### src/rtl/result_drain.sv
// ---------------------------------------------------------------------------
// result_drain
//   Captures the LANES accumulated results of a matrix-vector multiplier job
//   on the rising edge of done_in. It then streams them one word per
//   handshake, in lane order. After the last word it pulses clr_out once so
//   the multiplier accumulators are cleared. A job-complete edge that arrives
//   while a drain is in progress is dropped and latched in the sticky overrun
//   flag.
//
// Ports
//   clk        in   system clock, rising edge
//   rst_n      in   asynchronous active-low reset
//   done_in    in   level "job complete" from the multiplier
//   c_in       in   [0:LANES-1] x DW accumulated lane results
//   out_valid  out  out_data holds a valid word
//   out_ready  in   downstream accepts the word this cycle
//   out_data   out  current result word
//   out_idx    out  lane number of out_data
//   out_last   out  high with the word for lane LANES-1
//   clr_out    out  one-cycle accumulator clear pulse
//   busy       out  drain or clear in progress
//   overrun    out  sticky: done_in rose while busy
// ---------------------------------------------------------------------------
module result_drain #(
    parameter int unsigned LANES = 8,
    parameter int unsigned DW    = 24,
    localparam int unsigned IW   = (LANES > 1) ? $clog2(LANES) : 1
) (
    input  logic          clk,
    input  logic          rst_n,
    input  logic          done_in,
    input  logic [DW-1:0] c_in [0:LANES-1],
    output logic          out_valid,
    input  logic          out_ready,
    output logic [DW-1:0] out_data,
    output logic [IW-1:0] out_idx,
    output logic          out_last,
    output logic          clr_out,
    output logic          busy,
    output logic          overrun
);

    typedef enum logic [1:0] {
        IDLE  = 2'd0,
        SEND  = 2'd1,
        CLEAR = 2'd2
    } state_t;

    state_t        state_q, state_d;
    logic [IW-1:0] idx_q, idx_d;
    logic          done_q;
    logic          overrun_q, overrun_d;
    logic [DW-1:0] hold_q [0:LANES-1];
    logic          rise;
    logic          capture;
    logic          at_last;

    assign rise    = done_in & ~done_q;
    assign at_last = (idx_q == IW'(LANES - 1));

    // Next-state logic
    always_comb begin
        state_d   = state_q;
        idx_d     = idx_q;
        capture   = 1'b0;
        overrun_d = overrun_q;

        case (state_q)
            IDLE: begin
                if (rise) begin
                    capture = 1'b1;
                    idx_d   = '0;
                    state_d = SEND;
                end
            end
            SEND: begin
                if (out_ready) begin
                    if (at_last) begin
                        state_d = CLEAR;
                    end else begin
                        idx_d = idx_q + 1'b1;
                    end
                end
            end
            CLEAR: begin
                state_d = IDLE;
            end
            default: begin
                state_d = IDLE;
            end
        endcase

        // A rise in any non-IDLE state, including the final CLEAR cycle,
        // is never captured and only marks the overrun.
        if (rise && (state_q != IDLE)) begin
            overrun_d = 1'b1;
        end
    end

    // Outputs are decoded from state alone, so reset forces them low
    // without waiting for a clock edge.
    always_comb begin
        out_valid = 1'b0;
        out_data  = '0;
        out_idx   = '0;
        out_last  = 1'b0;
        clr_out   = 1'b0;
        busy      = (state_q != IDLE);
        overrun   = overrun_q;

        case (state_q)
            SEND: begin
                out_valid = 1'b1;
                out_data  = hold_q[idx_q];
                out_idx   = idx_q;
                out_last  = at_last;
            end
            CLEAR: begin
                clr_out = 1'b1;
            end
            default: begin
            end
        endcase
    end

    always_ff @(posedge clk or negedge rst_n) begin
        if (!rst_n) begin
            state_q   <= IDLE;
            idx_q     <= '0;
            done_q    <= 1'b0;
            overrun_q <= 1'b0;
        end else begin
            state_q   <= state_d;
            idx_q     <= idx_d;
            done_q    <= done_in;
            overrun_q <= overrun_d;
        end
    end

    // The capture register is loaded only on an accepted rise, so changes
    // on c_in during a drain never reach the output.
    always_ff @(posedge clk or negedge rst_n) begin
        if (!rst_n) begin
            for (int unsigned i = 0; i < LANES; i++) begin
                hold_q[i] <= '0;
            end
        end else if (capture) begin
            for (int unsigned i = 0; i < LANES; i++) begin
                hold_q[i] <= c_in[i];
            end
        end
    end

endmodule

### config.mk
export PLATFORM = sky130hd
export DESIGN_NAME = result_drain
export DESIGN_NICKNAME = d
export VERILOG_FILES = /design/src/rtl/result_drain.sv
export SDC_FILE = /design/constraint.sdc
export NUM_CORES = 1
export LEC_CHECK = 0
export CORE_MARGIN = 2
export CORE_UTILIZATION = 49
export DETAILED_ROUTE_END_ITERATION = 16
export PLACE_DENSITY = 0.87
export REMOVE_ABC_BUFFERS = 1
export SLEW_MARGIN = 5
export SYNTH_ARGS = -nofsm -noshare
export SYNTH_HDL_FRONTEND = slang
export SYNTH_SLANG_ARGS = --single-unit
### constraint.sdc
create_clock -name clk -period 2.5 [get_ports clk]
set_input_delay 0.625 -clock clk [delete_from_list [all_inputs] [get_ports clk]]
set_output_delay 0.625 -clock clk [all_outputs]
set_load 0.01 [all_outputs]
Word level (Yosys, flattened, before mapping)
Index checks and enable logic that the tools add are counted.

Add/sub/neg operators: 1. Multiply operators: 0. Div/mod/pow operators: 0. Magnitude comparators: 1. Equal/unequal tests: 7. Shift operators: 0. Mux-type cells: 18. Bitwise gates (word level): 3. Reduce and logical (&&, ||, !) cells: 6.

Operator list (number): 24-bit binary-select mux with 3-bit select (1); 24-bit two-way mux (3); 3-bit two-way mux (4); 2-bit inequality test, second input constant (4); 2-bit two-way mux (3); 3-bit one-hot mux with 2 select lines (1); 1-bit two-way mux (5); 4-bit >= comparator, second input constant (1); 3-bit NOT with 4-bit output (1); 2-bit one-hot mux with 2 select lines (1); 4-bit AND reduction (1); 2-bit nonzero test (2); 3-bit by 1-bit adder with 3-bit output, second input constant (1); 3-bit equality test, second input constant (1); 3-bit AND reduction (1); 2-bit by 1-bit equality test with 1-bit output, second input constant (1); 2-bit equality test, second input constant (1); 2-bit logical NOT (1); 1-bit AND (1); 1-bit logical AND (1); 1-bit NOT (1).

Flip-flop bits (word level): 199. Bits in latches: 0. Memory bits (writable): 0. Bits in read-only memories: 0. Bits of input ports: 196. Output and inout bits: 32. Logic and storage cells: 48. Memories kept: 0.

Logic depth before layout (Yosys ltp)
Gate-level depths: netlist of the first run.

Word-level depth: 5. Mapped depth: 6. Gate-level depth less buffers: 5.

Worst setup path after synthesis of the first run
No wires, ideal clock.

Path type: flip-flop to output port. Start: register idx_q[0]. End: output port out_data[12]. Data arrival time: 1.536 ns. Required time: 1.875 ns. Path slack: 0.339 ns. Cell stages (with the launch flop): 6. Path buffers: 2. Path through: dfrtp_1 buf_2 clkbuf_1 mux2i_1 o22ai_1 or2_2.

Longest elaborated chain between the ends: 5.

Ends and longest elaborated chain: start: declaration (line 50) `logic [IW-1:0] idx_q, idx_d;`; start signal: assignment (line 134) `idx_q <= idx_d;`; 3-bit NOT with 4-bit output (not written as such) (line 114) `out_data = hold_q[idx_q];`; 24-bit binary-select mux with 3-bit select (line 114); 24-bit two-way mux (not written as such) (2 in a row) (line 114); 24-bit two-way mux (line 111) `case (state_q)`; end: declaration (line 35) `output logic [DW-1:0] out_data,`.

No other way between the ends. The select of a mux whose other input is x is not followed.

Final worst setup path of the first run
Start: register idx_q[0]. End: output port out_data[3].

The elaborated chain is that of the path after synthesis.

==> metrics, run 1 <==
Post-Synthesis Cell Area=0.00902 sq mm; total net switching power=5.04 mW; clk slew on worst S/H paths=around 0.070 ns; Filler Cell Count=between 1,000 and 1,500; instance count of the mapped netlist=626; sequential share of the synthesized area=a little under three fifths; critical-path cell with the highest stage delay=sky130_fd_sc_hd__dfrtp_4; Routed met2 length=roughly 12 mm; Worst slew margin=between 60% and 70%; highest clock rate=372 MHz; net switching fraction of the power=between 30 and 40%; primary flip-flop cell chosen by synthesis mapping=sky130_fd_sc_hd__dfrtp_1; least setup slack across all paths after layout=-0.188 ns; number of nets with antenna violations after detailed routing=0; slew at the pin closest to its max-slew limit=between 0.5 and 0.6 ns; source-to-sink clock delay at the later pin of the worst-skew pair=around 0.43 ns; via count of the first global-routing pass=6,709; routed len/inst=20.0 microns; TritonCTS buffer count=17; sequence of cells on the critical path=buf_6 > buf_12 > clkbuf_16 > mux2i_2 > o22ai_1 > or2_1 > buf_2; number of levels in the clock H-tree=4; count of endpoints failing setup in the final report=24; global route total overflow=0; post-route core utilization=a little under three quarters; post-synthesis to final-layout area growth=42.7%; sequential cell area=0.00498 sq mm; Met1 Wirelength=approximately 9.4 mm; ratio of total power to cell area=~1200 mW/mm^2; setup repair after global routing missed its margin=true; combined global-route utilization of all metal layers=a little under a quarter; Final Instance Area=approximately 0.013 sq mm; vias after detailed routing=6,200; Post-synth ARST share=100%; Gate power share=between 40 and 50%; cell with the most instances after synthesis=sky130_fd_sc_hd__dfrtp_1; wire length reported by the detailed router=22.7 mm; standard-cell rows=between 40 and 50; number of vias per cell=roughly 5.5; Routability Congestion=between 0.7 and 0.8; clock root buffer=sky130_fd_sc_hd__clkbuf_16; violations in the final reports=negative setup slack; Buf/Inv on CP=4; overall die width=140 microns; critical path required time=1.88 ns; status=finished, violations left; number of antenna repair diodes=0; number of enable flip-flop cells after synthesis=0; Crit Path Category=flip-flop to output port; Static Leakage=approximately 5.6 nW; share of total power in the clock network=approximately 17%; nets@finish=1,091; antenna violations before repair=0; Max IR drop VDD=approximately 850 uV; post-synthesis cell type count=25; maximum number of pins on one net before global-route repair=67; post-place setup slack=-0.0480 ns; number of violations of the max-capacitance limit=0; total internal power=just over 10 mW; share of the synthesized area in the top cell type=a little under three fifths; type of the most critical hold path=input pin to asynchronous set/reset pin; total number of clock tree sinks=~200; clock period minus worst slack=~2.7 ns; peak fanout along the critical path=6; share of final-layout standard cells stronger than drive strength 1=between 30% and 40%; arrival time of data at the critical path endpoint=2.06 ns; combined area of the multi-input logic cells=around 0.0039 sq mm; number of warning messages in the yosys log=0; worst setup slack for register-to-register paths=between 0.15 and 0.2 ns; # hold bufs at CTS=0; startpoint type of the worst setup path=flip-flop; final hold viol count=0; post-detailed-route DRC marker count=0; syn_area_per_cell=around 14 sq um; leading cell types by total area after synthesis=sky130_fd_sc_hd__dfrtp_1, sky130_fd_sc_hd__mux2_2, sky130_fd_sc_hd__mux2i_1, sky130_fd_sc_hd__o22ai_1, sky130_fd_sc_hd__or2_1; Highest Signal Layer=met4; cell family with most CP delay=buffers and inverters; placed standard-cell area=roughly 0.012 sq mm; sequential share of power=between 30% and 40%; number of port buffers=approximately 230; maximum clock skew at final layout=~0.0090 ns; count of pins on the block boundary=approximately 230; wire length of the first global-routing pass=approximately 36 mm; number of DRC violations after detailed-routing iteration 0=roughly 260; buffer levels on the longest clock path=2; initial cell density of the core=50.0%; CTS tree=yes; largest stage delay on the critical path=around 0.51 ns; total length of routed met3 wires=1.53 mm; max-slew violation total from the final report=0; number of detailed-route iterations in the first pass=4; Die Y-Extent=between 100 and 150 microns; Synth Register Bits=199; kind of capture point of the worst setup path=output port; area of the placeable core=roughly 0.018 sq mm; floorplan die area=between 0.015 and 0.02 sq mm; fraction of the cycle the final worst path needs=108%; leading post-synthesis cells by instance count=sky130_fd_sc_hd__dfrtp_1, sky130_fd_sc_hd__mux2_2, sky130_fd_sc_hd__mux2i_1; cell type contributing the most total cell area after synthesis=sky130_fd_sc_hd__dfrtp_1; HPWL Detailed=15.5 mm
state kept, by name, summed over array words and instances (netlist names):
register,flops
done_q,1
hold_q,192
idx_q,3
overrun,1
state_q,2
logic make-up after synthesis:
logic type / share of synthesized area (%)
buffers and inverters: 2.90
AND/OR/NAND/NOR: 3.14
multiplexers: 34.8
flip-flops: 55.2
AO/OA/AOI/OAI: 3.70
adder cells (fa/ha/maj): 0.277
final timing paths:
path,start,to,cells after the start
setup / recovery,idx_q[0]$_DFFE_PN0P_,out_data[3],7
hold / removal,rst_n,hold_q[38]$_DFFE_PN0P_,1
setup reg to reg,idx_q[0]$_DFFE_PN0P_,idx_q[0]$_DFFE_PN0P_,8
hold reg to reg,overrun$_DFFE_PN0P_,overrun$_DFFE_PN0P_,1
max in group asynchronous,rst_n,hold_q[115]$_DFFE_PN0P_,2
min in group clk,overrun$_DFFE_PN0P_,overrun$_DFFE_PN0P_,1
placed cells by master (no fill, tap or decap), drive strengths merged, types with 2 or more instances in the layout:
master | netlist | routed
mux2i | 96 | 96
buf | 35 | 86
clkinv | 0 | 3
dlymetal6s2s | 0 | 2
nor2b | 2 | 2
or2 | 25 | 25
dlygate4sd2 | 0 | 2
mux2 | 193 | 193
a22o | 2 | 2
o22ai | 48 | 48
clkdlybuf4s50 | 0 | 195
inv | 1 | 11
ha | 2 | 2
dfrtp | 199 | 199
nand4bb | 2 | 2
clkbuf | 8 | 23
and2 | 4 | 4
cell type report:
cell class | count | share of cell area [%]
clock buffers | 18 | 3.33
flip-flops and latches | 199 | 38.7
clock inverters | 14 | 0.992
well taps | 229 | 2.23
multi-input cells | 383 | 30.6
inverters | 1 | 0.0292
repair buffers | 291 | 24.1
power by group through the flow:
| stage | sequential [mW] | combinational, mW | clock (mW) |
|---|---|---|---|
| after floorplan | 5.69 | 3.79 | 0 |
| after CTS | 5.70 | 6.74 | 2.68 |
| after global routing | 5.96 | 7.54 | 2.82 |
| after detailed placement | 5.73 | 6.45 | 0 |
| final | 5.74 | 7.05 | 2.63 |
| after global placement | 5.63 | 6.29 | 0 |
stage by stage:
step | hold slack [ns] | instances | total power, mW | TNS (ns)
after floorplan | 0.329 | 583 | 9.48 | -1026.70
after global placement | 0.448 | 1089 | 11.9 | -0.0421
after detailed placement | 0.466 | 1089 | 12.2 | -0.343
after CTS | 0.211 | 1131 | 15.1 | -3.11
after global routing | 0.228 | 1135 | 16.3 | -4.38
final | 0.198 | 1135 | 15.4 | -2.49
timing repair:
action                     CTS  global route
buffers inserted             7             1
resized for setup          138            26
cloned                       3             3
pin swaps                   16            27
setup endpoints to repair   30            29
per-layer routing:
| layer | vias up | global-route usage, % |
|---|---|---|
| li1 | 2841 | - |
| met1 | 3121 | 29.4 |
| met2 | 213 | 39.4 |
| met3 | 25 | 6.54 |
| met4 | 0 | 6.37 |
| met5 | - | 0 |
No activity file was read; power rests on OpenSTA's default activity.
==> run 2, diff against run 1 <==
--- a/config.mk
+++ b/config.mk
@@ -8,7 +8,7 @@
 export CORE_MARGIN = 2
 export CORE_UTILIZATION = 49
 export DETAILED_ROUTE_END_ITERATION = 16
-export PLACE_DENSITY = 0.87
+export PLACE_DENSITY = 0.78
 export REMOVE_ABC_BUFFERS = 1
 export SLEW_MARGIN = 5
 export SYNTH_ARGS = -nofsm -noshare
==> run 2 against run 1 <==
Compared with the run above: the run still ends with negative setup slack left; critical path depth unchanged; die area unchanged; design area increased by 1.5%; worst setup slack got worse by 0.00071 ns; count of clock-buffer cells in the layout decreased by 1; sequential share of layout area decreased by 0.56 points; via count increased by 0.81%; flip-flop and latch count unchanged; total power increased by 5.8%; global-route usage increased by 1.8 points; first-iteration DRC count increased by 8.1%; critical path type unchanged; critical endpoint is now out_data[12]; largest cell class unchanged.
==> metrics, run 2 (same netlist as run 1, synthesis figures left out) <==
number of detailed-route iterations in the first pass=7 (was 4); least setup slack across all paths after layout=-0.188 ns (about the same); TritonCTS buffer count=17 (unchanged); standard-cell rows=49 (unchanged); sequential cell area=0.00498 sq mm (unchanged); startpoint type of the worst setup path=flip-flop (unchanged); share of total power in the clock network=17.0% (was 17.1%); Routability Congestion=0.835 (was 0.776); violations in the final reports=negative setup slack (unchanged); endpoint of the worst register-to-register path=idx_q[0]$_DFFE_PN0P_ (unchanged); global route total overflow=0 (unchanged); max FFs per register=192 (unchanged); Crit Path Category=flip-flop to output port (unchanged); setup repair after global routing missed its margin=true (unchanged); arrival time of data at the critical path endpoint=2.06 ns (about the same); TNS Setup=-2.07 ns (was -2.49 ns); nets@finish=1,079 (was 1,091); count of pins on the block boundary=228 (unchanged); Filler Cell Count=1,160 (was 1,216); critical-path cell with the highest stage delay=sky130_fd_sc_hd__dfrtp_4 (unchanged); Static Leakage=5.52 nW (was 5.59 nW); type of the most critical hold path=input pin to asynchronous set/reset pin (unchanged); Die Y-Extent=140 microns (unchanged); placed standard-cell area=0.0117 sq mm (was 0.0119 sq mm); combined global-route utilization of all metal layers=25.0% (was 23.2%); clk slew on worst S/H paths=0.08 ns (was 0.07 ns); Worst slew margin=65.1% (was 60.3%); most frequent cell on the critical path=sky130_fd_sc_hd__buf_12; Final Instance Area=0.0131 sq mm (was 0.0129 sq mm); worst setup slack for register-to-register paths=0.16 ns (was 0.18 ns); critical path required time=1.88 ns (about the same); most frequent cells in the layout=sky130_fd_sc_hd__dfrtp_1, sky130_fd_sc_hd__clkdlybuf4s50_1, sky130_fd_sc_hd__mux2_2 (unchanged); kind of capture point of the worst setup path=output port (unchanged); overall die width=140 microns (unchanged); sequential share of power=36.0% (was 37.2%); power consumption=16.3 mW (was 15.4 mW); placed cell count=1,068 (was 1,089); most common cell after layout, fill and taps aside=sky130_fd_sc_hd__dfrtp_1 (unchanged); highest clock rate=372 MHz (about the same); antenna violations before repair=0 (unchanged); status=finished, violations left (unchanged); maximum number of pins on one net before global-route repair=70 (was 67); combined area of the multi-input logic cells=0.00414 sq mm (was 0.00394 sq mm); Max IR drop VDD=964 uV (was 850 uV); number of violations of the max-capacitance limit=0 (unchanged); routed len/inst=21.9 microns (was 20.0 microns); # hold bufs at CTS=0 (unchanged); buffer levels on the longest clock path=2 (unchanged); number of cells in the finished layout apart from fillers=1,122 (was 1,135); wire length of the first global-routing pass=37.7 mm (was 35.6 mm); number of nets with antenna violations after detailed routing=0 (unchanged); maximum clock skew at final layout=0.0116 ns (was 0.00900 ns); Reg-to-Reg Start=idx_q[0]$_DFFE_PN0P_ (unchanged); number of antenna repair diodes=0 (unchanged); total net switching power=5.43 mW (was 5.04 mW); slew at the pin closest to its max-slew limit=0.516 ns (was 0.595 ns); final hold viol count=0 (unchanged); initial cell density of the core=50.0% (unchanged); post-synthesis to final-layout area growth=44.8% (was 42.7%); count of endpoints failing setup in the final report=24 (unchanged); number of port buffers=227 (unchanged); total number of clock tree sinks=199 (unchanged); clock period minus worst slack=2.69 ns (about the same); number of vias per cell=5.57 (was 5.46); CTS tree=yes (unchanged); HPWL Detailed=15.6 mm (was 15.5 mm); number of levels in the clock H-tree=4 (unchanged); ratio of total power to cell area=1250 mW/mm^2 (was 1200 mW/mm^2); post-detailed-route DRC marker count=0 (unchanged); net switching fraction of the power=33.3% (was 32.7%); via count of the first global-routing pass=6,795 (was 6,709); total internal power=10.9 mW (was 10.4 mW); largest stage delay on the critical path=0.54 ns (was 0.51 ns); share of final-layout standard cells stronger than drive strength 1=39.4% (was 37.6%); max-slew violation total from the final report=0 (unchanged); floorplan die area=0.0195 sq mm (unchanged); clock root buffer=sky130_fd_sc_hd__clkbuf_16 (unchanged); vias after detailed routing=6,250 (was 6,200); wire length reported by the detailed router=24.6 mm (was 22.7 mm); Gate power share=47.0% (was 45.7%); area of the placeable core=0.0180 sq mm (unchanged); number of DRC violations after detailed-routing iteration 0=279 (was 258); worst reg2reg path depth=8 (unchanged); source-to-sink clock delay at the later pin of the worst-skew pair=0.43 ns (about the same); top register by number of flip-flops=hold_q (unchanged); sequence of cells on the critical path=buf_12 > buf_16 > buf_12 > mux2i_4 > o22ai_2 > or2_4 > buf_6 (was buf_6 > buf_12 > clkbuf_16 > mux2i_2 > o22ai_1 > or2_1 > buf_2); peak fanout along the critical path=8 (was 6); fraction of the cycle the final worst path needs=108% (about the same); biggest regs=hold_q (192), idx_q (3), state_q (2) (unchanged)
==> run 2: cell count changes in the layout (fill, tap and decap cells not counted), sizes merged <==
cell           delta
bufinv            +2
clkdlybuf4s50     +1
clkinvlp          +3
clkbuf            -1
inv               -4
buf              -12
clkinv            -1
dlymetal6s2s      -2
clkdlybuf4s15     +1
==> run 2: final cells by class <==
class,instances,share of cell area (%)
repair buffers,279,23.4
flip-flops and latches,199,38.2
well taps,229,2.19
clock inverters,14,1.26
clock buffers,17,3.26
multi-input cells,383,31.7
inverters,1,0.0287
==> run 2: critical path: cells and delay by family (launching register included) <==
kind / cells / cell delay [ns]
buffers and inverters: 4 / 0.56
AO/OA/AOI/OAI: 1 / 0.11
multiplexers: 1 / 0.16
AND/OR/NAND/NOR: 1 / 0.27
flip-flops: 1 / 0.54
==> run 2: routing by layer <==
metal | wire length, microns | GRT usage [%]
met1 | 9810 | 31.2
met2 | 12700 | 43.5
met3 | 1730 | 7.36
met4 | 316 | 5.05
met5 | 0 | 0
==> run 2: how the worst max path moves through the flow <==
stage	startpoint	cells after the start	endpoint
2_1_floorplan	done_in	3	idx_q[0]$_DFFE_PN0P_
3_3_place_gp	idx_q[1]$_DFFE_PN0P_	5	out_data[7]
3_5_place_dp	idx_q[2]$_DFFE_PN0P_	5	out_data[12]
4_1_cts	idx_q[2]$_DFFE_PN0P_	6	out_data[5]
5_1_grt	idx_q[0]$_DFFE_PN0P_	7	out_data[12]
6_report	idx_q[0]$_DFFE_PN0P_	7	out_data[12]
==> run 2: repair_timing <==
| action | 4_1_cts | 5_1_grt |
|---|---|---|
| buffers inserted | 12 | 2 |
| resized for setup | 168 | 42 |
| cloned | 6 | 3 |
| pin swaps | 13 | 7 |
| setup endpoints to repair | 28 | 27 |
==> run 2: power groups by stage <==
stage	combinational [mW]	sequential (mW)	clock (mW)
5_1_grt	8.12	6.08	2.97
4_1_cts	7.04	5.75	2.81
3_5_place_dp	6.30	5.73	0
6_report	7.66	5.88	2.78
3_3_place_gp	6.10	5.59	0
2_1_floorplan	3.79	5.69	0
==> run 2: per-stage QoR <==
stage	utilization, %	hold WS [ns]	setup WS (ns)
after global routing	72.4	0.157	-0.226
final	72.4	0.148	-0.188
after detailed placement	64.9	0.494	-0.0374
after global placement	64.9	0.464	-0.00751
after CTS	70.8	0.158	-0.158
after floorplan	-	0.329	-5.13
==> edit 1 (config.mk and constraints of run 2) <==
Re-encode `state_t` (3 states) as one-hot, 3 bits wide.
--- a/src/rtl/result_drain.sv
+++ b/src/rtl/result_drain.sv
@@ -40,10 +40,10 @@
     output logic          overrun
 );
 
-    typedef enum logic [1:0] {
-        IDLE  = 2'd0,
-        SEND  = 2'd1,
-        CLEAR = 2'd2
+    typedef enum logic [2:0] {
+        IDLE  = 3'b001,
+        SEND  = 3'b010,
+        CLEAR = 3'b100
     } state_t;
 
     state_t        state_q, state_d;
Behaviour: same outputs for any inputs over 4 cycles, from zero or initial values and one cycle with rst_n low; so few cycles prove little.
==> edit 1 against run 2 <==
Area after synthesis is 7.0% higher; register-to-register slack improved by 0.47 ns; non-clock buffer count fell by 1; the flow still finishes with violations (setup timing); core utilization down 4.3 points; worst setup slack lost 0.059 ns; global-route usage fell by 2.6 points; wire length decreased by 7.9%; final area increased by 1.3%; sequential cell count increased by 1.
Power is not compared: it rests on default switching activity, and its combinational part moved more than twofold at a synthesized area within 25%.
==> edit 1: results (changes against run 2) <==
* Met2 routed WL at 11,250 um (was 12,710 um)
* First-pass GRT wire length at 35,050 um (was 37,710 um)
* Status: finished with violations (unchanged)
* Post-route setup slack at -0.2474 ns (was -0.1883 ns)
* Placed Area at 0.01247 mm2 (was 0.01170 mm2)
* Layout Nets at 984 (was 1,079)
* M1 GR Usage at 29.56% (was 31.23%)
* GR Util met3 at 5.861% (was 7.364%)
* Largest fanout on the critical path at 4 (was 8)
* Met2 Track Usage GR at 36.89% (was 43.47%)
* Final setup fails at 24 (unchanged)
* Post-synth cell types at 24 (was 25)
* Multiplexer share of the synthesized area at 40.71% (was 34.76%)
* Compound-Gate Fraction of Synth Area at 2.722% (was 3.705%)
* Crit path largest cell delay at 0.50 ns (was 0.54 ns)
* Failing checks: setup timing (unchanged)
* DP HPWL at 15,720 um (was 15,620 um)
* DR iter-0 viols at 228 (was 279)
* Overall routed net length at 22,640 um (was 24,580 um)
* Pre-antenna DRT Iters at 4 (was 7)
* Crit path DAT at 2.12 ns (was 2.06 ns)
* Adder-Cell Fraction of Synth Area at 0.2592% (was 0.2775%)
* Dpl ws at -0.1262 ns (was -0.03743 ns)
* Sequential fraction of the synthesis area at 51.86% (was 55.22%)
* Met3 routed WL at 1294 um (was 1730 um)
* Worst slew pin tran at 0.6644 ns (was 0.5159 ns)
* Post-CTS sizing at 116 (was 168)
* Largest net degree at the start of global routing at 77 (was 70)
-- edit 1: cell count changes after synthesis, sizes merged, moves of 3 or more --
cell,change
mux2i,-96
clkbuf,-3
o22ai,-48
mux4,+48
a22o,+25
nor3b,+3
or2,-25
-- edit 1: final cells by class --
cell class | instances | area (um2) | share of cell area, %
sequential | 200 | 5011 | 37.89
multi-input combinational | 286 | 4360 | 32.97
timing repair buffer | 278 | 2895 | 21.89
clock buffer | 17 | 425.4 | 3.217
tap | 265 | 331.6 | 2.507
clock inverter | 14 | 190.2 | 1.438
inverter | 3 | 11.26 | 0.08515
-- edit 1: stage by stage --
stage	util [%]	instances	TNS, ns	hold WS [ns]
after floorplan	-	489	-492.62	0.3294
after global placement	64.27	1018	-1.901	0.4458
after detailed placement	64.27	1018	-1.961	0.4634
after CTS	67.96	1061	-4.809	0.2386
after global routing	68.18	1063	-5.601	0.2454
final	68.18	1063	-4.031	0.2104
-- edit 1: power by group through the flow --
stage / clock network [W] / logic (W) / registers (W)
finish: 0.00289 / 0.00257 / 0.00449
global route: 0.00309 / 0.00273 / 0.00458
CTS: 0.00295 / 0.00260 / 0.00449
detailed placement: 0 / 0.00249 / 0.00454
global placement: 0 / 0.00241 / 0.00448
floorplan: 0 / 0.00188 / 0.00440
-- edit 1: final timing paths --
| kind | cells past startpoint | slack [ns] | endpoint | from |
|---|---|---|---|---|
| worst max-delay path | 6 | -0.25 | out_data[19] | idx_q[0] |
| worst min-delay path | 1 | 0.21 | hold_q[159] | rst_n |
| worst max register to register | 6 | 0.63 | hold_q[73] | state_q[0] |
| worst min register to register | 1 | 0.47 | overrun | overrun |
| max in group asynchronous | 2 | 1.58 | hold_q[119] | rst_n |
| min in group clk | 1 | 0.47 | overrun | overrun |
==> edit 2 (settings of run 2) <==
Made on the original files. Set the parameter `LANES` to 4 (it was 8).
--- a/src/rtl/result_drain.sv
+++ b/src/rtl/result_drain.sv
@@ -22,7 +22,7 @@
 //   overrun    out  sticky: done_in rose while busy
 // ---------------------------------------------------------------------------
 module result_drain #(
-    parameter int unsigned LANES = 8,
+    parameter int unsigned LANES = 4,
     parameter int unsigned DW    = 24,
     localparam int unsigned IW   = (LANES > 1) ? $clog2(LANES) : 1
 ) (
Interface: changed (resized c_in and out_idx); port bits go from 228 to 131. No check against the original RTL was run, so the function may have changed too.
==> edit 2 against run 2 <==
Wire length decreased by 60%; via count decreased by 55%; highest routed layer unchanged; sequential cell count decreased by 97; die area decreased by 48%; worst hold slack improved by 0.17 ns; largest cell class unchanged; worst setup slack improved by 0.24 ns; first-iteration DRC count decreased by 82%; power decreased by 55%; area after synthesis decreased by 49%; synthesized cell count decreased by 55%; final cell count decreased by 52%; final area decreased by 52%.
==> edit 2: results (changes against run 2) <==
* Status: complete, no violations (was finished with violations)
* Slew HR at 60.09% (was 65.14%)
* R2R cell count at 6 (was 8)
* Routed met1 length at 4261 um (was 9813 um)
* Busiest grt layer: met2 (unchanged)
* Pre-antenna DRT Iters at 4 (was 7)
* DR iter-0 viols at 49 (was 279)
* Compound-Gate Fraction of Synth Area at 0.5495% (was 3.705%)
* Post-synth cell types at 21 (was 25)
* Cts bufs inserted at 9 (was 17)
* Top delay family on crit path: multiplexers (was buffers and inverters)
* Gpl congestion at 0.7367 (was 0.8345)
* Vias at 2,831 (was 6,250)
* Fin crit share at 97.86% (was 107.5%)
* VDD IR max at 489.3 uV (was 964.1 uV)
* Met2 Track Usage GR at 33.09% (was 43.47%)
* Worst-Skew Late Latency at 0.36 ns (was 0.43 ns)
* DP HPWL at 6714 um (was 15,620 um)
* Multiplexer share of the synthesized area at 35.85% (was 34.76%)
* Met2 routed WL at 4757 um (was 12,710 um)
* Number of global-route vias before repair at 3,103 (was 6,795)
* H-tree Lvls at 3 (was 4)
* Worst Clk Skew at 0.01253 ns (was 0.01161 ns)
* Buffers on Ports at 130 (was 227)
* Synth async-reset ratio at 100.0% (unchanged)
* Dpl ws at 0.09026 ns (was -0.03743 ns)
* Area contributors post-synth: dfrtp_1 56%, mux2_2 19%, mux4_2 12%, mux2_1 4.7%, and2_1 3.7% (was dfrtp_1 55%, mux2_2 24%, mux2i_1 11%, o22ai_1 3.3%, or2_1 1.5%)
* Met3 routed WL at 574 um (was 1730 um)
* Worst Setup EP: out_data[17] (was out_data[12])
* Tot GR Track Use at 20.13% (was 24.98%)
* Adder-Cell Fraction of Synth Area at 0.2747% (was 0.2775%)
* Crit path largest cell delay at 0.51 ns (was 0.54 ns)
* Sequential fraction of the synthesis area at 56.04% (was 55.22%)
* Overall routed net length at 9725 um (was 24,580 um)
* GR Util met3 at 4.596% (was 7.364%)
* Largest net degree at the start of global routing at 103 (was 70)
* Wirelength per Cell at 18.11 um (was 21.90 um)
* Largest fanout on the critical path at 7 (was 8)
* Placed insts at 514 (was 1,068)
* Mapped Cells at 282 (was 626)
* Crit path DAT at 1.82 ns (was 2.06 ns)
* Commonest cells in the netlist: 102 x dfrtp_1, 78 x mux2_2, 27 x and2_1, 24 x mux4_2, 19 x mux2_1 (was 199 x dfrtp_1, 193 x mux2_2, 96 x mux2i_1, 48 x o22ai_1, 21 x or2_1)
* Slowest CP cell: mux4_2 (was dfrtp_4)
* FF-to-FF setup slack at 0.47 ns (was 0.16 ns)
* Clock Pin Slew Worst Setup and Hold Paths at 0.10 ns (was 0.08 ns)
* Layout Nets at 523 (was 1,079)
* Lkg Pwr at 2.640 nW (was 5.521 nW)
-- edit 2: layout make-up --
| class | count | area (um2) |
|---|---|---|
| Clock inverter | 4 | 32.53 |
| Tap cell | 111 | 138.9 |
| Sequential cell | 102 | 2555 |
| Fill cell | 686 | 2848 |
| Inverter | 1 | 3.754 |
| Multi-Input combinational cell | 160 | 1933 |
| Clock buffer | 11 | 151.4 |
| Timing Repair Buffer | 148 | 1446 |
-- edit 2: what timing repair did --
action                                  CTS  global route
buffers inserted                          3             3
gates resized for setup                 104             7
endpoints found under the setup margin   27             8
cloned                                    2             0
pin swaps                                 0             3
-- edit 2: logic make-up (layout without fill, tap and decap cells) --
| logic type | count (synthesis) | after routing |
|---|---|---|
| compound gates | 3 | 3 |
| fa+ha+maj | 1 | 1 |
| buf+inv | 20 | 164 |
| mux | 121 | 121 |
| simple gates | 35 | 35 |
| flops | 102 | 102 |
-- edit 2: power breakdown --
part	internal, W	switching [W]
logic	0.00221	0.00122
registers	0.00247	0.000409
clock network	0.000415	0.000556
